===== src/rtl/ota_ctrl_pkg.sv =====
// Shared types and default sizing for the OTA offset-calibration sequencer.
package ota_ctrl_pkg;

    localparam int unsigned TRIM_W_DEF     = 6;
    localparam int unsigned SETTLE_CYC_DEF = 4;

    typedef enum logic [1:0] {
        ST_IDLE  = 2'd0,
        ST_SHORT = 2'd1,
        ST_BIT   = 2'd2,
        ST_HOLD  = 2'd3
    } state_t;

endpackage


===== src/rtl/ota_sync2.sv =====
// Two-flop synchroniser for the asynchronous OTA comparator bit.
module ota_sync2 (
    input  logic clk,
    input  logic rst_n,
    input  logic d,
    output logic q
);

    logic meta;

    // Double-register the asynchronous input; both stages clear on reset.
    always_ff @(posedge clk or negedge rst_n) begin
        if (!rst_n) begin
            meta <= 1'b0;
            q    <= 1'b0;
        end else begin
            meta <= d;
            q    <= meta;
        end
    end

endmodule


===== src/rtl/ota_offset_cal_ctrl.sv =====
// OTA offset-calibration sequencer: shorts the inputs, runs a SAR search on
// the trim code using the synchronised comparator bit, then holds the result.
module ota_offset_cal_ctrl
    import ota_ctrl_pkg::*;
#(
    parameter int unsigned TRIM_W     = TRIM_W_DEF,
    parameter int unsigned SETTLE_CYC = SETTLE_CYC_DEF
) (
    input  logic              clk,
    input  logic              rst_n,
    input  logic              ena,
    input  logic              start,
    input  logic              cmp_async,
    output logic              cal_short,
    output logic              ota_en,
    output logic [TRIM_W-1:0] trim_code,
    output logic              busy,
    output logic              done
);

    localparam int unsigned CNT_W = $clog2(SETTLE_CYC + 1);
    localparam int unsigned IDX_W = (TRIM_W > 1) ? $clog2(TRIM_W) : 1;

    state_t            state;
    logic [CNT_W-1:0]  timer;
    logic [IDX_W-1:0]  bit_idx;
    logic [TRIM_W-1:0] sar_next_c;
    logic              cmp_s;

    ota_sync2 u_sync (
        .clk   (clk),
        .rst_n (rst_n),
        .d     (cmp_async),
        .q     (cmp_s)
    );

    // SAR decision for the current bit and trial of the next lower bit.
    always_comb begin
        sar_next_c = trim_code;
        if (cmp_s) begin
            sar_next_c[bit_idx] = 1'b0;
        end
        if (bit_idx != '0) begin
            sar_next_c[bit_idx - IDX_W'(1)] = 1'b1;
        end
    end

    // Sequencer FSM with settle timer, SAR register and registered outputs.
    always_ff @(posedge clk or negedge rst_n) begin
        if (!rst_n) begin
            state     <= ST_IDLE;
            timer     <= '0;
            bit_idx   <= '0;
            trim_code <= '0;
            cal_short <= 1'b0;
            ota_en    <= 1'b0;
            busy      <= 1'b0;
            done      <= 1'b0;
        end else begin
            done <= 1'b0;
            if (!ena) begin
                // Abort: trim_code keeps whatever partial result it had.
                state     <= ST_IDLE;
                cal_short <= 1'b0;
                ota_en    <= 1'b0;
                busy      <= 1'b0;
            end else begin
                case (state)
                    ST_IDLE, ST_HOLD: begin
                        if (start) begin
                            state     <= ST_SHORT;
                            timer     <= CNT_W'(SETTLE_CYC);
                            bit_idx   <= IDX_W'(TRIM_W - 1);
                            trim_code <= '0;
                            cal_short <= 1'b1;
                            ota_en    <= 1'b1;
                            busy      <= 1'b1;
                        end
                    end
                    ST_SHORT: begin
                        if (timer == '0) begin
                            state              <= ST_BIT;
                            timer              <= CNT_W'(SETTLE_CYC);
                            trim_code[bit_idx] <= 1'b1;
                        end else begin
                            timer <= timer - CNT_W'(1);
                        end
                    end
                    ST_BIT: begin
                        if (timer == '0) begin
                            trim_code <= sar_next_c;
                            timer     <= CNT_W'(SETTLE_CYC);
                            if (bit_idx == '0) begin
                                state     <= ST_HOLD;
                                cal_short <= 1'b0;
                                busy      <= 1'b0;
                                done      <= 1'b1;
                            end else begin
                                bit_idx <= bit_idx - IDX_W'(1);
                            end
                        end else begin
                            timer <= timer - CNT_W'(1);
                        end
                    end
                    default: begin
                        state <= ST_IDLE;
                    end
                endcase
            end
        end
    end

endmodule


===== config.mk =====
export PLATFORM = sky130hd
export DESIGN_NAME = ota_offset_cal_ctrl
export DESIGN_NICKNAME = d
export VERILOG_FILES = /design/src/rtl/ota_ctrl_pkg.sv /design/src/rtl/ota_sync2.sv /design/src/rtl/ota_offset_cal_ctrl.sv
export SDC_FILE = /design/constraint.sdc
export NUM_CORES = 1
export LEC_CHECK = 0
export ABC_CLOCK_PERIOD_IN_PS = 1900
export CAP_MARGIN = 25
export CORE_AREA = 2 2 64 66
export CTS_CLUSTER_SIZE = 8
export DETAILED_ROUTE_END_ITERATION = 10
export DIE_AREA = 0 0 66 68
export PLACE_DENSITY = 0.5
export SYNTH_ARGS = -nofsm -noshare
export SYNTH_HDL_FRONTEND = slang
export SYNTH_SLANG_ARGS = --single-unit

===== constraint.sdc =====
create_clock -name clk -period 1.9 [get_ports clk]
set_input_delay 0.19 -clock clk [delete_from_list [all_inputs] [get_ports clk]]
set_output_delay 0.19 -clock clk [all_outputs]
set_load 0.05 [all_outputs]

Yosys cells after proc, flatten, opt, wreduce, memory -nomap -nowiden

Index checks and enable logic that the tools add are counted.
W data, S select, Z words.

Word-level logic and storage cells: 82
Bits in registers: 19
Output and inout port bits: 10
Bits of input ports: 5

Muxes and demuxes: 34
Eq/ne operators: 14
$add $sub $neg: 2
Order comparisons: 4
Reductions and logical operators: 15
Bitwise logic cells: 4

Operators by type and width:

| kind                  | number |
|---|---|
| $mux W6               | 5 |
| $pmux W6 S3           | 1 |
| $mux W3               | 5 |
| $mux W1               | 12 |
| $ne A3 B3 Y1 const B  | 4 |
| $or A6 B6 Y6          | 2 |
| $pmux W3 S2           | 2 |
| $reduce_and A4 Y1     | 3 |
| $mux W2               | 5 |
| $lt A3 B4 Y1 const B  | 2 |
| $ne A2 B2 Y1 const B  | 4 |
| $and A6 B6 Y6         | 1 |
| $demux W1 S3          | 2 |
| $ge A3 B1 Y1 const B  | 2 |
| $logic_not A3 Y1      | 2 |
| $not A6 Y6            | 1 |
| $pmux W2 S3           | 1 |
| $sub A3 B1 Y3 const B | 2 |
| $reduce_and A5 Y1     | 1 |
| $eq A2 B2 Y1 const B  | 2 |
| $ne A2 B1 Y1 const B  | 2 |
| $reduce_and A2 Y1     | 2 |
| $reduce_or A2 Y1      | 2 |
| $ne A3 B1 Y1 const B  | 1 |
| other kinds (6)       | 7 |

Longest topological paths before layout

Gate-level depths: netlist (run 1).

Depth in word-level cells: 11
Mapped depth: 7
Depth with buffers taken out: 6

Hierarchy

A second synthesis (run 1) with hierarchy kept.

Cell total of the unflattened synthesis: 120
Area, all modules: 1,092.3 µm²

Modules (own cells, without submodules):

| module              | sequential area each (µm²) | area each (µm²) | times used | cells an instance |
|---|---|---|---|---|
| ota_offset_cal_ctrl | 425.4                      | 1,042.2         | 1          | 118 |
| ota_sync2           | 50.0                       | 50.0            | 1          | 2 |

Least setup slack after synthesis (run 1)

No wires, ideal clock.

Path kind: register -> register
Start: reg state[0]
End: reg trim_code[3]
Data required time: 1.818 ns
Buffers on the path: 2
Path slack: -0.051 ns
Library setup time: 0.082 ns
Clock period less this slack: 1.951 ns
Cell stages (with the launch flop): 8
Arrival: 1.869 ns
Cells stage by stage: dfrtp_1 -> inv_1 -> ha_1 -> clkbuf_1 -> or4b_1 -> buf_2 -> a2111o_1 -> a22oi_2

Cells in the longest elaborated chain, start to end: 4
Elaborated cells on any way between the ends: 10
Classes of those cells: eq/ne: 6; mux: 1; reduce/logical: 3

Ends and longest elaborated chain:

| what                                             | line                      | RTL |
|---|---|---|
| start, declared                                  | ota_offset_cal_ctrl.sv:24 | `state_t state;` |
| start signal, assigned                           | ota_offset_cal_ctrl.sv:51 | `state <= ST_IDLE;` |
| start signal, assigned                           | ota_offset_cal_ctrl.sv:63 | `state <= ST_IDLE;` |
| start signal, assigned                           | ota_offset_cal_ctrl.sv:71 | `state <= ST_SHORT;` |
| $eq A2 B2 Y1 or $logic_not A2 Y1 (tied branches) | ota_offset_cal_ctrl.sv:68 | `case (state)` |
| $reduce_or A2 Y1                                 | ota_offset_cal_ctrl.sv:68 |  |
| $ne A2 B2 Y1 (no source line)                    | n/a                       |  |
| $reduce_and A4 Y1 (no source line)               | n/a                       |  |
| end signal, assigned                             | ota_offset_cal_ctrl.sv:91 | `trim_code <= sar_next_c;` |
| end, declared                                    | ota_offset_cal_ctrl.sv:16 | `output logic [TRIM_W-1:0] trim_code,` |

Several ways; a longest one is shown, not always the timed one.
A chain may end at the register's enable or synchronous reset.

Worst setup path after layout (run 1)

Ends and elaborated chain as after synthesis.

==> results of run 1 <==
-- worst min-delay path by stage --
stage	endpoint	slack, ps
after CTS	trim_code[0]	280
after floorplan	bit_idx[0]	-110
after global routing	bit_idx[2]	300
after detailed placement	u_sync.q	340
after global placement	u_sync.q	340
final	trim_code[0]	270
-- what timing repair did --
item | 4_1_cts | 5_1_grt
setup buffers | 0 | 0
setup endpoints to repair | 0 | 6
resized for setup | 0 | 5
hold buffers | 0 | 0
-- layer usage --
| layer | vias up | global-route usage (%) |
|---|---|---|
| met4 | 0 | 4.082 |
| met3 | 4 | 4.276 |
| met5 | - | 0 |
| li1 | 482 | - |
| met1 | 465 | 15.70 |
| met2 | 15 | 23.36 |
-- state kept, by name (all words and copies together) (netlist names) --
register,count
trim_code,6
busy,1
state,2
done,1
bit_idx,3
u_sync.meta,1
timer,3
ota_en,1
u_sync.q,1
-- final cells by class --
cell class,count,area [um2]
clock buffers,4,45.04
fillers,427,2439
inverters,6,22.52
multi-input cells,88,596.8
flip-flops and latches,19,475.5
well taps,50,62.56
repair buffers,24,215.2
-- cells in the mapped netlist (all sizes together) --
cell | number | area, um2
or3 | 1 | 6.260
and2 | 3 | 18.77
or3b | 1 | 8.760
inv | 6 | 22.52
o21ai | 10 | 50.04
nand3b | 2 | 15.01
o22ai | 4 | 25.02
nand2b | 4 | 25.02
nand3 | 3 | 15.01
o2111ai | 1 | 8.760
nor2 | 6 | 22.52
a311oi | 2 | 17.52
o31a | 1 | 8.760
mux2i | 1 | 10.01
a22oi | 1 | 12.51
ha | 4 | 50.05
clkbuf | 3 | 11.26
a31oi | 1 | 6.260
dfrtp | 19 | 475.5
nand2 | 7 | 26.28
a21o | 5 | 37.54
a2111o | 1 | 11.26
or4b | 1 | 10.01
a41o | 1 | 10.01
nor2b | 2 | 12.51
nor3 | 3 | 15.01
o21a | 4 | 30.03
mux2 | 1 | 11.26
a21oi | 10 | 50.05
o31ai | 1 | 7.510
nor4 | 2 | 12.51
o211ai | 3 | 22.52
buf | 2 | 12.51
o22a | 1 | 8.760
nor3b | 1 | 7.510
-- layout by cell type, fill, tap and decap left out, types with 2 or more instances in the layout --
master / instances
o21a_1: 4
o211ai_1: 3
o22ai_1: 4
a21o_1: 5
nor4_2: 2
clkbuf_8: 3
inv_1: 5
a311oi_1: 2
nand3_1: 3
nor2_1: 6
nand2b_1: 3
dfrtp_1: 19
o21ai_1: 3
a21oi_1: 10
buf_4: 10
nor2b_1: 2
nand3b_1: 2
o21ai_0: 7
and2_1: 3
nor3_1: 2
ha_1: 4
clkdlybuf4s50_1: 14
nand2_1: 7
-- power by group through the flow --
| stage | registers, W | logic, W | clock network [W] |
|---|---|---|---|
| 2_1_floorplan | 0.000611 | 0.000480 | 0 |
| 3_3_place_gp | 0.000549 | 0.000785 | 0 |
| 6_report | 0.000546 | 0.000810 | 0.000295 |
| 3_5_place_dp | 0.000553 | 0.000789 | 0 |
| 5_1_grt | 0.000557 | 0.000890 | 0.000322 |
| 4_1_cts | 0.000545 | 0.000792 | 0.000307 |
-- kinds of logic after synthesis --
kind of cell	after synthesis	synth area share, %
compound gates	46	28.00
simple gates	36	17.83
flops	19	43.43
buf+inv	11	4.228
fa+ha+maj	4	4.572
mux	2	1.943
-- critical path: stages (launching register included) --
cell	delay [ps]
dfrtp_1	360
inv_1	60
ha_1	300
or4b_4	570
a2111o_1	310
a22oi_2	110
-- through the flow --
stage                     worst slack [ps]  power (W)  utilization, %  hold WS (ps)  area, um2
after global placement               77.74   0.001334           34.98         337.2       1349
after global routing                 23.78   0.001768           36.76         302.2       1418
after detailed placement             56.57   0.001342           34.98         340.2       1349
final                                106.9   0.001651           36.76         271.6       1418
after CTS                            50.64   0.001645           36.15         281.2       1394
after floorplan                     -30.45   0.001091               -        -105.6       1096
==> metrics.yaml, run 1 <==
outcome:
  outcome: "complete, no violations"
global_routing:
  grt_max_degree: 20
  grt.overflow.total: 0
  grt.total_usage_pct: 13.35
  grt_pass1_wl_um: 4505
  antenna_found_initial: 0
  grt_pass1_vias: 974
logic_synthesis:
  yosys_warnings: 0
  yosysUniqueCellTypes: 38
  syn_nets: 127
  yosysSeqAreaShare_pct: 43.43
  syn_area_um2: 1095
  ys_ff_latch: 19
  avgSynthCellArea_um2: 9.278
  syn_inst: 118
sta:
  fin_crit_ps: 1793
  hold_viol: 0
  max_slew.worst_pin.slew_ps: 493.4
  finalClockSkew_ps: 1.262
  slew_viol_final: 0
  fin_crit_sh_pct: 94.37
  setup_viol: 0
  finalSetupTns_ps: 0
  rsz0062_at_grt: "false"
  max_slew_margin_pct: 67.01
  fmax_mhz: 557.7
clock_network:
  cts_buffers: 3
  ctsLongestPathBuffers: 2
  clkSinkCount: 19
  cts_tree: "built"
  ctsHtreeMaxLevel: 1
  clk_pin_slew_ps: 80
  root_buffer: "clkbuf_8"
  clk_latency_ps: 260
place:
  dp_cells: 187
  gp_congestion: 0.7863
  io_buffers: 14
  dp_hpwl_um: 1991
power_and_ir_drop:
  swShare_pct: 42.24
  p_int_w: 0.0009533
  combPwrFrac_pct: 49.1
  leakage_nw: 0.5612
  switching_power_w: 0.0006973
  powerDensity_nw_per_um2: 1164
  peakVddDrop_v: 0.0006065
  seqPwrFrac_pct: 33.1
  power_frac_clock_pct: 17.9
drt:
  ant_nets: 0
  viasPerCell: 5.058
  routed_wl_um: 2651
  dr_wl_met3_um: 97
  top_layer: "met4"
  first_pass_iters: 4
  vias: 966
  drc: 0
  wl_met1_um: 1211
  wl_met2_um: 1311
  drt_iter0_markers: 63
  avgRoutedWirePerCell_um: 13.88
worst_setup_path:
  crit_arrival_ps: 1980
  crit_path_end_kind: "register"
  required_ps: 2090
  cp_max_fo: 4
  regToRegSetupSlack_ps: 110
  path_class: "register to register"
  endpoint: "trim_code[3]"
  r2r_cells: 5
  crit_path_start: "state[0]"
  r2r_end: "trim_code[3]"
  r2r-start: "state[0]"
  critPathLaunchType: "register"
floorplan:
  initial_core_util_pct: 28.39
  die_w_um: 66
  num_io_pins: 15
  die_h_um: 68
  rows: 23
  core_um2: 3856
  dieArea_um2: 4488
finish:
  drive_gt1_share_pct: 14.89
  num_antenna_cells: 0
  final_nets: 151
  syn2layout_area_growth_pct: 29.49
  stdcell_count: 191
min_path:
  min_path_type: "primary input to async pin"
job:
  cap_violations: 0
(Power assumes the default switching activity.)
==> inputs of run 2 (changes only) <==
--- a/config.mk
+++ b/config.mk
@@ -5,13 +5,13 @@
 export SDC_FILE = /design/constraint.sdc
 export NUM_CORES = 1
 export LEC_CHECK = 0
-export ABC_CLOCK_PERIOD_IN_PS = 1900
+export ABC_CLOCK_PERIOD_IN_PS = 1960
 export CAP_MARGIN = 25
 export CORE_AREA = 2 2 64 66
 export CTS_CLUSTER_SIZE = 8
 export DETAILED_ROUTE_END_ITERATION = 10
 export DIE_AREA = 0 0 66 68
-export PLACE_DENSITY = 0.5
+export PLACE_DENSITY = 0.49
 export SYNTH_ARGS = -nofsm -noshare
 export SYNTH_HDL_FRONTEND = slang
 export SYNTH_SLANG_ARGS = --single-unit
==> constraint.sdc (replaced) <==
create_clock -name clk -period 1.96 [get_ports clk]
set_input_delay 0.196 -clock clk [delete_from_list [all_inputs] [get_ports clk]]
set_output_delay 0.196 -clock clk [all_outputs]
set_load 0.05 [all_outputs]
==> run 2 against run 1 <==
Combinational power decreased by 3.3%. Sequential share of layout area increased by 0.42 points. Critical path depth unchanged. Flip-flop and latch count unchanged. Core utilization decreased by 0.45 points. Critical path type unchanged. Final area decreased by 1.2%. Largest cell class unchanged. Clock power decreased by 3%. First-iteration DRC count decreased by 43%. Fmax decreased by 2.8%. Largest power group unchanged.
==> metrics.yaml, run 2 (same netlist as run 1, synthesis figures left out) <==
worst_setup_path:
  path_delay_family: "simple AND/OR/NAND/NOR gates"  # unchanged
  cp_max_fo: 4  # unchanged
  cpPeakStageDelay_ps: 580  # was 570 ps
  slowest_stage: "or4b_4"  # unchanged
  critPathLaunchType: "register"  # unchanged
  crit_path_end_kind: "register"  # unchanged
  regToRegSetupSlack_ps: 120  # was 110 ps
  critical_path.cell_chain: "inv_1 -> ha_1 -> or4b_4 -> a2111o_1 -> a22oi_2"  # unchanged
  cp_num_buf_inv: 1  # unchanged
  path_class: "register to register"  # unchanged
  crit_arrival_ps: 2030  # was 1980 ps
  required_ps: 2140  # was 2090 ps
global_routing:
  grt.overflow.total: 0  # unchanged
  grt_max_degree: 20  # unchanged
  grtUsageMet1_pct: 16.23  # was 15.70%
  grtUsageMet2_pct: 21.34  # was 23.36%
  antenna_found_initial: 0  # unchanged
  grt_pass1_vias: 996  # was 974
  busiest_layer: "met2"  # unchanged
  grt_pass1_wl_um: 4491  # was 4505 um
  grt.total_usage_pct: 13.12  # was 13.35%
  met3_usage_pct: 3.289  # was 4.276%
sta:
  fmax_mhz: 542.1  # was 557.7 MHz
  max_slew_margin_pct: 66.79  # was 67.01%
  fin_crit_sh_pct: 94.12  # was 94.37%
  rsz0062_at_grt: "false"  # unchanged
  hold_viol: 0  # unchanged
  max_slew.worst_pin.slew_ps: 496.6  # was 493.4 ps
  fin_crit_ps: 1845  # was 1793 ps
  setup_viol: 0  # unchanged
  setup_slack_ps: 115.2  # was 106.9 ps
  slew_viol_final: 0  # unchanged
  finalSetupTns_ps: 0  # unchanged
  finalClockSkew_ps: 1.380  # was 1.262 ps
clock_network:
  postCtsSetupRepairBufs: 0  # unchanged
  cts_hold_buf: 0  # unchanged
  clkSinkCount: 19  # unchanged
  cts_buffers: 3  # unchanged
  root_buffer: "clkbuf_8"  # unchanged
  clk_latency_ps: 260  # about the same
  ctsResizeCount: 0  # unchanged
  cts_tree: "built"  # unchanged
  clk_pin_slew_ps: 80  # about the same
  ctsLongestPathBuffers: 2  # unchanged
  ctsHtreeMaxLevel: 1  # unchanged
drt:
  avgRoutedWirePerCell_um: 13.86  # was 13.88 um
  vias: 1000  # was 966
  drc: 0  # unchanged
  ant_nets: 0  # unchanged
  first_pass_iters: 4  # unchanged
  drt_iter0_markers: 36  # was 63
  viasPerCell: 5.236  # was 5.058
  routed_wl_um: 2647  # was 2651 um
place:
  dp_hpwl_um: 1942  # was 1991 um
  dp_slack_ps: 73.96  # was 56.57 ps
  gp_congestion: 0.8996  # was 0.7863
  dp_cells: 187  # unchanged
  io_buffers: 14  # unchanged
finish:
  reg_top3: "trim_code (6), bit_idx (3), timer (3)"  # unchanged
  stdcell_count: 191  # unchanged
  largest_register_ffs: 6  # unchanged
  layout_commonest_cell: "dfrtp_1"  # unchanged
  utilization_pct: 36.31  # was 36.76%
  regMostFlops: "trim_code"  # unchanged
  drive_gt1_share_pct: 12.77  # was 14.89%
  syn2layout_area_growth_pct: 27.89  # was 29.49%
  final_cell_mix: "dfrtp_1 (19), clkdlybuf4s50_1 (14), a21oi_1 (10), buf_4 (10)"  # unchanged
  final_nets: 151  # unchanged
  num_antenna_cells: 0  # unchanged
floorplan:
  core_um2: 3856  # unchanged
  dieArea_um2: 4488  # unchanged
  initial_core_util_pct: 28.39  # unchanged
  die_w_um: 66  # unchanged
  die_h_um: 68  # unchanged
  num_io_pins: 15  # unchanged
  rows: 23  # unchanged
job:
  cap_violations: 0  # unchanged
outcome:
  outcome: "complete, no violations"  # unchanged
min_path:
  min_path_type: "primary input to async pin"  # unchanged
power_and_ir_drop:
  total_power_w: 0.001598  # was 0.001651 W
  leakage_nw: 0.5606  # was 0.5612 nW
  powerDensity_nw_per_um2: 1141  # was 1164 nW/um2
  peakVddDrop_v: 0.0009210  # was 0.0006065 V
==> run 2: cell counts in the layout (fill, tap and decap cells not counted) <==
No cell type changed its count.
==> run 2: cell type report <==
class,count,area (um2)
inverter,6,22.52
tap,50,62.56
fill,421,2456
clock buffer,4,45.04
timing repair buffer,24,215.2
multi-input combinational,88,579.3
sequential,19,475.5
==> run 2: worst register-to-register path, cell delays in order, from the launching register on <==
cell	delay, ps
dfrtp_1	360
inv_1	60
ha_1	330
or4b_4	580
a2111o_1	310
a22oi_2	130
==> run 2: power breakdown <==
group	switching (W)	leakage, nW	total, W	internal, W
registers	0.0000640	0.241	0.000527	0.000463
logic	0.000467	0.297	0.000783	0.000316
clock network	0.000142	0.0228	0.000287	0.000145
==> run 2: worst paths after layout <==
path / startpoint / end / cells past startpoint
max: state[0] / trim_code[3] / 5
min: rst_n / trim_code[0] / 2
max reg2reg: state[0] / trim_code[3] / 5
min reg2reg: u_sync.meta / u_sync.q / 0
max in group asynchronous: rst_n / u_sync.q / 2
min in group clk: u_sync.meta / u_sync.q / 0
==> run 2: per-stage QoR <==
step	hold slack (ps)	instance area [um2]
2_1_floorplan	-99.59	1095
3_3_place_gp	335.1	1349
3_5_place_dp	334.7	1349
4_1_cts	275.5	1394
5_1_grt	286.3	1400
6_report	269.7	1400
==> run 2: per-layer routing <==
metal	share of wire (%)	wire length, um
met1	47	1238
met2	46	1210
met3	4.1	109
met4	3.3	88
met5	0	0
==> inputs of run 3 (changes only) <==
--- a/config.mk
+++ b/config.mk
@@ -11,7 +11,8 @@
 export CTS_CLUSTER_SIZE = 8
 export DETAILED_ROUTE_END_ITERATION = 10
 export DIE_AREA = 0 0 66 68
-export PLACE_DENSITY = 0.49
+export PLACE_DENSITY = 0.48
 export SYNTH_ARGS = -nofsm -noshare
 export SYNTH_HDL_FRONTEND = slang
+export SYNTH_HIERARCHICAL = 1
 export SYNTH_SLANG_ARGS = --single-unit
==> run 3 against run 2 <==
Fmax up 3.7%. Flip-flop and latch count unchanged. Critical path depth up 1. Via count down 4.3%. Critical path type unchanged. Routed wire length down 4.6%. Core utilization down 1.3 points. Register-to-register slack better by 70 ps. Largest cell class unchanged. Power up 5.0%. Final cell count down 1.6%. Non-clock buffer count down 5. Largest power group unchanged. Global-route usage down 0.81 points.
==> metrics.yaml, run 3 <==
logic_synthesis:
  synthTopCellsByArea: "dfrtp_1 (44%), a21oi_1 (6.0%), nand2_1 (4.8%), ha_1 (4.6%), inv_1 (3.4%)"  # was dfrtp_1 (43%), a21oi_1 (4.6%), ha_1 (4.6%), a21o_1 (3.4%), o21ai_0 (3.2%)
  yosysUniqueCellTypes: 33  # was 38
  syn_area_um2: 1092  # was 1095 um2
  syn_nets: 129  # was 127
  yosys_warnings: 6  # was 0
  synth_most_common_cell: "dfrtp_1"  # unchanged
  post-synth-top-area-fraction_pct: 43.53  # was 43.43%
  synth_common_cells: "dfrtp_1 (19), nand2_1 (14), a21oi_1 (13), inv_1 (10), o22ai_1 (6)"  # was dfrtp_1 (19), a21oi_1 (10), nand2_1 (7), o21ai_0 (7), nor2_1 (6)
  avgSynthCellArea_um2: 9.102  # was 9.278 um2
  ys_ff_latch: 19  # unchanged
  async_flop_share_pct: 100.0  # unchanged
  yosysSeqAreaShare_pct: 43.53  # was 43.43%
  yosys.area.top_type: "dfrtp_1"  # unchanged
  synthFlopType: "dfrtp_1"  # unchanged
  synth_edf_count: 0  # unchanged
  syn_inst: 120  # was 118
floorplan:
  dieArea_um2: 4488  # unchanged
  rows: 23  # unchanged
  num_io_pins: 15  # unchanged
  die_h_um: 68  # unchanged
  core_um2: 3856  # unchanged
  initial_core_util_pct: 28.33  # was 28.39%
  die_w_um: 66  # unchanged
worst_setup_path:
  required_ps: 2090  # was 2140 ps
  regToRegSetupSlack_ps: 180  # was 120 ps
  crit_path_end_kind: "register"  # unchanged
  critPathLaunchType: "register"  # unchanged
  path_class: "register to register"  # unchanged
  cp_max_fo: 7  # was 4
  crit_arrival_ps: 1910  # was 2030 ps
  r2r_cells: 6  # was 5
  r2r_end: "bit_idx[2]"  # was trim_code[3]
  r2r-start: "state[0]"  # unchanged
place:
  dp_hpwl_um: 1890  # was 1942 um
  io_buffers: 14  # unchanged
  gp_congestion: 0.7497  # was 0.8996
finish:
  final_cell_mix: "dfrtp_1 (19), nand2_1 (14), clkdlybuf4s50_1 (14)"  # was dfrtp_1 (19), clkdlybuf4s50_1 (14), a21oi_1 (10), buf_4 (10)
  regMostFlops: "trim_code"  # unchanged
  drive_gt1_share_pct: 11.59  # was 12.77%
  reg_top3: "trim_code (6), bit_idx (3), timer (3)"  # unchanged
  syn2layout_area_growth_pct: 23.48  # was 27.89%
  final_nets: 148  # was 151
  largest_register_ffs: 6  # unchanged
  num_antenna_cells: 0  # unchanged
  layout_commonest_cell: "dfrtp_1"  # unchanged
min_path:
  min_path_type: "primary input to async pin"  # unchanged
sta:
  max_slew_margin_pct: 63.78  # was 66.79%
  finalSetupTns_ps: 0  # unchanged
  setup_viol: 0  # unchanged
  hold_viol: 0  # unchanged
  fin_crit_ps: 1779  # was 1845 ps
  finalClockSkew_ps: 5.251  # was 1.380 ps
  whs_ps: 261.7  # was 269.7 ps
  fin_crit_sh_pct: 90.77  # was 94.12%
  slew_viol_final: 0  # unchanged
  max_slew.worst_pin.slew_ps: 539.2  # was 496.6 ps
  rsz0062_at_grt: "false"  # unchanged
  fmax_mhz: 562.1  # was 542.1 MHz
clock_network:
  clk_latency_ps: 260  # about the same
  clkSinkCount: 19  # unchanged
  cts_buffers: 3  # unchanged
  cts_tree: "built"  # unchanged
  ctsHtreeMaxLevel: 1  # unchanged
  root_buffer: "clkbuf_8"  # unchanged
  ctsLongestPathBuffers: 2  # unchanged
  postCtsSetupRepairBufs: 0  # unchanged
  clk_pin_slew_ps: 80  # about the same
power_and_ir_drop:
  powerDensity_nw_per_um2: 1244  # was 1141 nW/um2
  leakage_nw: 0.5504  # was 0.5606 nW
  peakVddDrop_v: 0.0003625  # was 0.0009210 V
global_routing:
  grt.total_usage_pct: 12.32  # was 13.12%
  grt_pass1_vias: 890  # was 996
  antenna_found_initial: 0  # unchanged
  grt.overflow.total: 0  # unchanged
  grt_max_degree: 20  # unchanged
  grt_pass1_wl_um: 4153  # was 4491 um
drt:
  ant_nets: 0  # unchanged
  routed_wl_um: 2525  # was 2647 um
  drc: 0  # unchanged
  vias: 957  # was 1000
  first_pass_iters: 4  # unchanged
  avgRoutedWirePerCell_um: 13.43  # was 13.86 um
  drt_iter0_markers: 54  # was 36
  viasPerCell: 5.090  # was 5.236
outcome:
  outcome: "complete, no violations"  # unchanged
job:
  cap_violations: 0  # unchanged
==> run 3: cell types whose count changed in the layout (fill, tap and decap cells not counted), moves of 3 or more <==
cell	delta
a21oi_1	+3
a31oi_1	+3
a32oi_1	+3
and2_1	-3
buf_4	-5
inv_1	+5
nand2_1	+7
o211ai_1	-3
o21a_1	-4
o21ai_0	-3
o21ai_1	-3
==> run 3: timing repair <==
item / CTS / global route
resized for setup: 0 / 1
hold buffers: 0 / 0
endpoints found under the setup margin: 0 / 1
==> run 3: worst max-delay path by stage <==
stage          cells after the start  slack, ps  startpoint          to
2_1_floorplan                      7        340    state[0]  bit_idx[1]
3_3_place_gp                       6        190    state[0]  bit_idx[2]
3_5_place_dp                       6        170    state[0]  bit_idx[2]
4_1_cts                            6        140    state[0]  bit_idx[2]
5_1_grt                            6         40    state[0]  bit_idx[0]
6_report                           6        180    state[0]  bit_idx[2]
==> run 3: layout make-up <==
| cell class | count | area, um2 |
|---|---|---|
| clock buffers | 3 | 41.29 |
| repair buffers | 19 | 177.7 |
| well taps | 50 | 62.56 |
| clock inverters | 1 | 5.005 |
| multi-input cells | 86 | 549.3 |
| flip-flops and latches | 19 | 475.5 |
| inverters | 10 | 37.54 |
| fillers | 420 | 2507 |
==> run 3: cells by family after synthesis <==
logic type / share of synthesized area, %
multiplexers: 0.9164
flip-flops: 43.53
AO/OA/AOI/OAI: 26.23
AND/OR/NAND/NOR: 18.44
buffers and inverters: 6.300
adder cells (fa/ha/maj): 4.582
==> run 3: layer usage <==
| layer | global-route usage (%) | up-vias | routed length, um |
|---|---|---|---|
| met5 | 0 | - | 0 |
| met4 | 4.592 | 0 | 40 |
| met3 | 2.632 | 5 | 121 |
| met2 | 18.43 | 26 | 1165 |
| met1 | 17.48 | 455 | 1198 |
| li1 | - | 471 | - |
==> run 3: where the power goes <==
group / switching [W] / internal, W / total (W)
logic: 0.000538 / 0.000328 / 0.000866
clock network: 0.000140 / 0.000142 / 0.000281
registers: 0.0000644 / 0.000466 / 0.000530
==> run 3: critical path, cell delays in order, from the launching register on <==
cell and delay (ps):
dfrtp_1 360, inv_1 60, ha_1 350, nand2b_1 210, nand2_1 250, a2111oi_1 340, a21oi_1 90
==> run 3: per-stage QoR <==
stage	cells	cell area, um2	utilization (%)	power (W)	setup slack, ps
4_1_cts	188	1348	34.94	0.001690	142.8
3_5_place_dp	184	1301	33.74	0.001397	166.2
5_1_grt	188	1349	34.98	0.001812	37.30
6_report	188	1349	34.98	0.001678	180.9
3_3_place_gp	184	1301	33.74	0.001393	191.8
2_1_floorplan	120	1092	-	0.001180	343.1
==> patch 1, RTL diff (flow settings as in run 3) <==
The package constant `SETTLE_CYC_DEF` goes from 4 to 8.
--- a/src/rtl/ota_ctrl_pkg.sv
+++ b/src/rtl/ota_ctrl_pkg.sv
@@ -2,7 +2,7 @@
 package ota_ctrl_pkg;
 
     localparam int unsigned TRIM_W_DEF     = 6;
-    localparam int unsigned SETTLE_CYC_DEF = 4;
+    localparam int unsigned SETTLE_CYC_DEF = 8;
 
     typedef enum logic [1:0] {
         ST_IDLE  = 2'd0,
Check against the original RTL: not equivalent (a bounded check fails within 10 cycles, from zero or initial values and one cycle with rst_n low).
==> patch 1 against run 3 <==
- combinational power decreased by 12%
- count of clock-buffer cells in the layout unchanged
- cell area increased by 6.6%
- worst hold slack improved by 0.019 ns
- global-route usage increased by 2.1 points
- synthesized cell count increased by 6.7%
- largest power group unchanged
- sequential share of layout area decreased by 0.44 points
- largest cell class unchanged
- worst setup slack improved by 0.0099 ns
- synthesized area increased by 9.5%
- power decreased by 6.4%
- routed wire length increased by 10%
- sequential cell count increased by 1
- non-clock buffer count decreased by 1
==> patch 1: results (changes against run 3) <==
| Metric | Value |
|---|---|
| Synth top area cells | dfrtp_1 (42%), ha_1 (6.3%), a21oi_1 (4.6%), o22ai_1 (4.2%), a2bb2oi_1 (3.7%) |
| Status | finished, final reports clean |
| H-tree Lvls | 1 (unchanged) |
| Sequential fraction of the synthesis area | 0.418 (-0.0169) |
| Reg2reg start | timer[0] |
| Biggest regs | trim_code x6, timer x4, bit_idx x3 |
| Tot GR Track Use | 0.144 (+0.0206) |
| Netlist cell types | 37 (+12%) |
| Synthesized area per cell | 9.34 µm² (+2.7%) |
| Crit-path leading delay family | compound AO/OA/AOI/OAI gates |
| Drt drc | 0 (unchanged) |
| Clk pin slew, worst setup/hold paths | 0.07 ns |
| Slowest CP cell | or3b_4 |
| Clock Path Buffers | 2 (unchanged) |
| Synth top cells by count | dfrtp_1 (20), a21oi_1 (11), nand2_1 (11), inv_1 (8), o22ai_1 (8) |
| Number of global-route vias before repair | 1026 (+15%) |
| Flop pwr share | 0.347 (+0.031) |
| Crit-path max cell delay | 0.43 ns (+0.07 ns) |
| Non-Filler Instances | 193 (+2.7%) |
| Layout Skew | 0.00271 ns (-0.00254 ns) |
| End of the worst register-to-register path | busy |
| Gp weighted congestion | 0.779 (+3.8%) |
| Clk_lat worst skew | 0.25 ns |
| DRT iter0 DRCs | 40 (-26%) |
| Routed wire length | 2790 µm (+10%) |
| Relative slew slack | 0.669 (+0.0308) |
| VDD IR max | 545 µV (+50%) |
| First-pass GRT wire length | 4840 µm (+17%) |
| Internal power | 925 µW (-1.1%) |
| HPWL Detailed | 2030 µm (+7.5%) |
| DR vias/cell | 5.13 (+0.87%) |
| Number of fillers in the final layout | 394 (-6.2%) |
| Syn nets | 139 (+7.8%) |
| Largest net degree at the start of global routing | 21 (+5.0%) |
| P_leak | 0.000586 µW (+6.4%) |
| Share of cells above drive strength 1 | 0.0909 (-0.0250) |
| Layout net count | 156 (+5.4%) |
| CP max FO | 6 (-1) |
## patch 1: cell count changes after synthesis, sizes merged, moves of 2 or more
cell / run 3 / this run
a31oi: 4 / 2
nor2b: 3 / 5
o22ai: 6 / 8
nor3b: 0 / 2
o21a: 0 / 2
inv: 10 / 8
nand2: 14 / 11
nand3: 4 / 7
a32oi: 3 / 0
and2: 0 / 2
a21oi: 14 / 12
ha: 4 / 6
a2bb2oi: 0 / 5
o31ai: 2 / 0
## patch 1: kinds of logic (layout without fill, tap and decap cells)
| kind of cell | Yosys count | count (layout) | share of synthesized area |
|---|---|---|---|
| adder cells (fa/ha/maj) | 6 | 6 | 0.0628 |
| AO/OA/AOI/OAI | 41 | 41 | 0.236 |
| buffers and inverters | 14 | 29 | 0.0544 |
| flip-flops | 20 | 20 | 0.418 |
| multiplexers | 2 | 2 | 0.0178 |
| AND/OR/NAND/NOR | 45 | 45 | 0.210 |
## patch 1: repair_timing
item,in CTS,in global routing
endpoints found under the hold margin,0,0
setup endpoints to repair,0,2
gates resized for setup,0,1
## patch 1: how the worst max path moves through the flow
stage	start	depth (start not counted)	end	slack [ns]
CTS	timer[0]	6	busy	0.11
detailed placement	timer[0]	6	trim_code[1]	0.16
global placement	timer[0]	6	busy	0.15
finish	timer[0]	6	busy	0.19
global route	bit_idx[0]	6	busy	0.04
floorplan	bit_idx[0]	7	bit_idx[0]	0.16
## patch 1: per-layer routing
| metal | part of all wire | vias up | GRT usage |
|---|---|---|---|
| met5 | 0 | - | 0 |
| met4 | 0.0093 | 0 | 0.0459 |
| met3 | 0.035 | 2 | 0.0378 |
| met2 | 0.49 | 23 | 0.251 |
| met1 | 0.46 | 470 | 0.173 |
| li1 | - | 496 | - |
## patch 1: power groups by stage
stage | clock network, µW | registers [µW] | logic (µW)
finish | 268 | 544 | 758
floorplan | 0 | 598 | 518
CTS | 279 | 543 | 750
global route | 289 | 556 | 845
detailed placement | 0 | 550 | 747
global placement | 0 | 550 | 742
## patch 1: layout make-up
type / count / share of cell area
Inverter: 8 / 0.0209
Sequential cell: 20 / 0.348
Timing Repair Buffer: 18 / 0.118
Tap cell: 50 / 0.0435
Multi-Input combinational cell: 94 / 0.440
Clock buffer: 3 / 0.0287
## patch 1: through the flow
stage / total power, µW / area (µm²) / worst slack, ns / hold slack (ns)
2_1_floorplan: 1120 / 1200 / 0.157 / -0.0996
3_3_place_gp: 1290 / 1390 / 0.154 / 0.332
3_5_place_dp: 1300 / 1390 / 0.164 / 0.336
4_1_cts: 1570 / 1440 / 0.113 / 0.291
5_1_grt: 1690 / 1440 / 0.0361 / 0.300
6_report: 1570 / 1440 / 0.191 / 0.281
==> patch 2, RTL diff (flow settings as in run 3) <==
Without the edit above. Register the output `trim_code` once more, without a reset; this adds one clock of latency there. The other outputs are not delayed to match.
--- a/src/rtl/ota_offset_cal_ctrl.sv
+++ b/src/rtl/ota_offset_cal_ctrl.sv
@@ -21,6 +21,8 @@
     localparam int unsigned CNT_W = $clog2(SETTLE_CYC + 1);
     localparam int unsigned IDX_W = (TRIM_W > 1) ? $clog2(TRIM_W) : 1;
 
+    logic [TRIM_W-1:0] trim_code_s0;
+
     state_t            state;
     logic [CNT_W-1:0]  timer;
     logic [IDX_W-1:0]  bit_idx;
@@ -36,7 +38,7 @@
 
     // SAR decision for the current bit and trial of the next lower bit.
     always_comb begin
-        sar_next_c = trim_code;
+        sar_next_c = trim_code_s0;
         if (cmp_s) begin
             sar_next_c[bit_idx] = 1'b0;
         end
@@ -51,7 +53,7 @@
             state     <= ST_IDLE;
             timer     <= '0;
             bit_idx   <= '0;
-            trim_code <= '0;
+            trim_code_s0 <= '0;
             cal_short <= 1'b0;
             ota_en    <= 1'b0;
             busy      <= 1'b0;
@@ -71,7 +73,7 @@
                             state     <= ST_SHORT;
                             timer     <= CNT_W'(SETTLE_CYC);
                             bit_idx   <= IDX_W'(TRIM_W - 1);
-                            trim_code <= '0;
+                            trim_code_s0 <= '0;
                             cal_short <= 1'b1;
                             ota_en    <= 1'b1;
                             busy      <= 1'b1;
@@ -81,14 +83,14 @@
                         if (timer == '0) begin
                             state              <= ST_BIT;
                             timer              <= CNT_W'(SETTLE_CYC);
-                            trim_code[bit_idx] <= 1'b1;
+                            trim_code_s0[bit_idx] <= 1'b1;
                         end else begin
                             timer <= timer - CNT_W'(1);
                         end
                     end
                     ST_BIT: begin
                         if (timer == '0) begin
-                            trim_code <= sar_next_c;
+                            trim_code_s0 <= sar_next_c;
                             timer     <= CNT_W'(SETTLE_CYC);
                             if (bit_idx == '0) begin
                                 state     <= ST_HOLD;
@@ -110,5 +112,9 @@
         end
     end
 
+    always_ff @(posedge clk) begin
+        trim_code <= trim_code_s0;
+    end
+
 endmodule
 
Function: changed (a bounded check fails within 10 cycles, from zero or initial values and one cycle with rst_n low).
==> patch 2 against run 3 <==
- power up 24%
- first-iteration DRC count down 11%
- maximum frequency about the same
- cell area up 13%
- worst hold slack worse by 0.023 ns
- final cell count up 4.8%
- worst setup slack about the same
- critical path depth unchanged
- routed wire length up 7.0%
- sequential cell count up 6
- die area unchanged
- via count up 5.9%
- synthesized area up 15%
- count of clock-buffer cells in the layout unchanged
- critical endpoint is now bit_idx[0]
- largest power group unchanged
==> patch 2: results (changes against run 3) <==
| Metric | Value |
|---|---|
| Reg2Reg Setup Slack | 0.18 ns (about the same) |
| Gp weighted congestion | 0.776 (+3.4%) |
| Status | finished, final reports clean |
| Clock Path Buffers | 2 (unchanged) |
| Dpl cells | 193 (+4.9%) |
| Design Area, Final | 1530 µm² (+13%) |
| Synth top area cells | dfrtp_1 (38%), dfxtp_1 (9.6%), a21oi_1 (6.0%), nand3_1 (4.4%), ha_1 (4.0%) |
| Initial antenna violation count | 0 (unchanged) |
| Synth async-reset ratio | 0.760 (-0.240) |
| Clk_lat worst skew | 0.28 ns (+0.02 ns) |
| Kind of critical path | register to register |
| Layout net count | 157 (+6.1%) |
| Synthesized area per cell | 9.82 µm² (+7.9%) |
| Crit path arrival time | 1.96 ns (+0.05 ns) |
| Sequential fraction of the synthesis area | 0.474 (+0.0384) |
| Layout Skew | 0.00175 ns (-0.00351 ns) |
| DRT iter0 DRCs | 48 (-11%) |
| VDD IR max | 632 µV (+74%) |
| Share of cells above drive strength 1 | 0.129 (+0.0133) |
| Syn nets | 137 (+6.2%) |
| Hold Worst Slack | 0.239 ns (-0.0226 ns) |
| Relative slew slack | 0.668 (+0.0306) |
| Synth top cells by count | dfrtp_1 (19), a21oi_1 (15), nand3_1 (11), nand2_1 (10), nor2b_1 (8) |
| Netlist cell types | 38 (+15%) |
| First-pass GRT wire length | 4830 µm (+16%) |
| Tot GR Track Use | 0.141 (+0.0182) |
| HPWL Detailed | 2020 µm (+6.9%) |
| Routed wire length | 2700 µm (+7.0%) |
| Internal power | 1190 µW (+27%) |
| Biggest regs | trim_code x6, trim_code_s0 x6 |
| Place WS | 0.173 ns (+0.00706 ns) |
| H-tree Lvls | 1 (unchanged) |
| Largest net degree at the start of global routing | 20 (unchanged) |
| Setup Buffers After CTS | 0 (unchanged) |
| DR vias/cell | 5.14 (+1.0%) |
| CP max FO | 9 (+2) |
| Number of fillers in the final layout | 407 (-3.1%) |
| Clk pin slew, worst setup/hold paths | 0.09 ns |
| Routed vias | 1013 (+5.9%) |
| P_leak | 0.000606 µW (+10%) |
| End of the worst register-to-register path | bit_idx[0] |
==> patch 2: logic make-up after synthesis <==
| logic type | synth area share |
|---|---|
| compound gates | 0.237 |
| fa+ha+maj | 0.0398 |
| buf+inv | 0.0478 |
| flops | 0.474 |
| mux | 0.00796 |
| simple gates | 0.194 |
==> patch 2: metal layers <==
metal / part of all wire / routed length (µm) / global-route usage
met1: 0.46 / 1260 / 0.176
met4: 0.017 / 46 / 0.0587
met5: 0 / 0 / 0
met3: 0.036 / 97 / 0.0313
met2: 0.48 / 1300 / 0.239
==> patch 2: worst max-delay path by stage <==
stage / end / slack (ns)
finish: bit_idx[0] / 0.18
CTS: bit_idx[0] / 0.15
global placement: trim_code_s0[2] / 0.24
global route: bit_idx[0] / 0.01
floorplan: trim_code_s0[2] / 0.15
detailed placement: bit_idx[0] / 0.17
==> patch 2: critical path, cell delays in order (launching register included) <==
cell     delay (ns)
dfrtp_1        0.36
inv_1          0.06
ha_1           0.41
mux2i_1        0.16
nor2b_1        0.29
nand4_1        0.16
a21bo_2        0.23
==> patch 2: layout make-up <==
type	instances	area, µm²	area share
Clock buffer	3	41.3	0.0270
Clock inverter	1	7.51	0.00491
Inverter	5	18.8	0.0123
Multi-Input combinational cell	91	602	0.394
Sequential cell	25	596	0.390
Tap cell	50	62.6	0.0409
Timing Repair Buffer	22	200	0.131
==> patch 2: power by group through the flow <==
stage / sequential, µW / clock (µW) / combinational (µW)
6_report: 694 / 324 / 1060
3_5_place_dp: 703 / 0 / 1070
3_3_place_gp: 701 / 0 / 1070
4_1_cts: 695 / 334 / 1070
5_1_grt: 714 / 360 / 1180
2_1_floorplan: 752 / 0 / 738
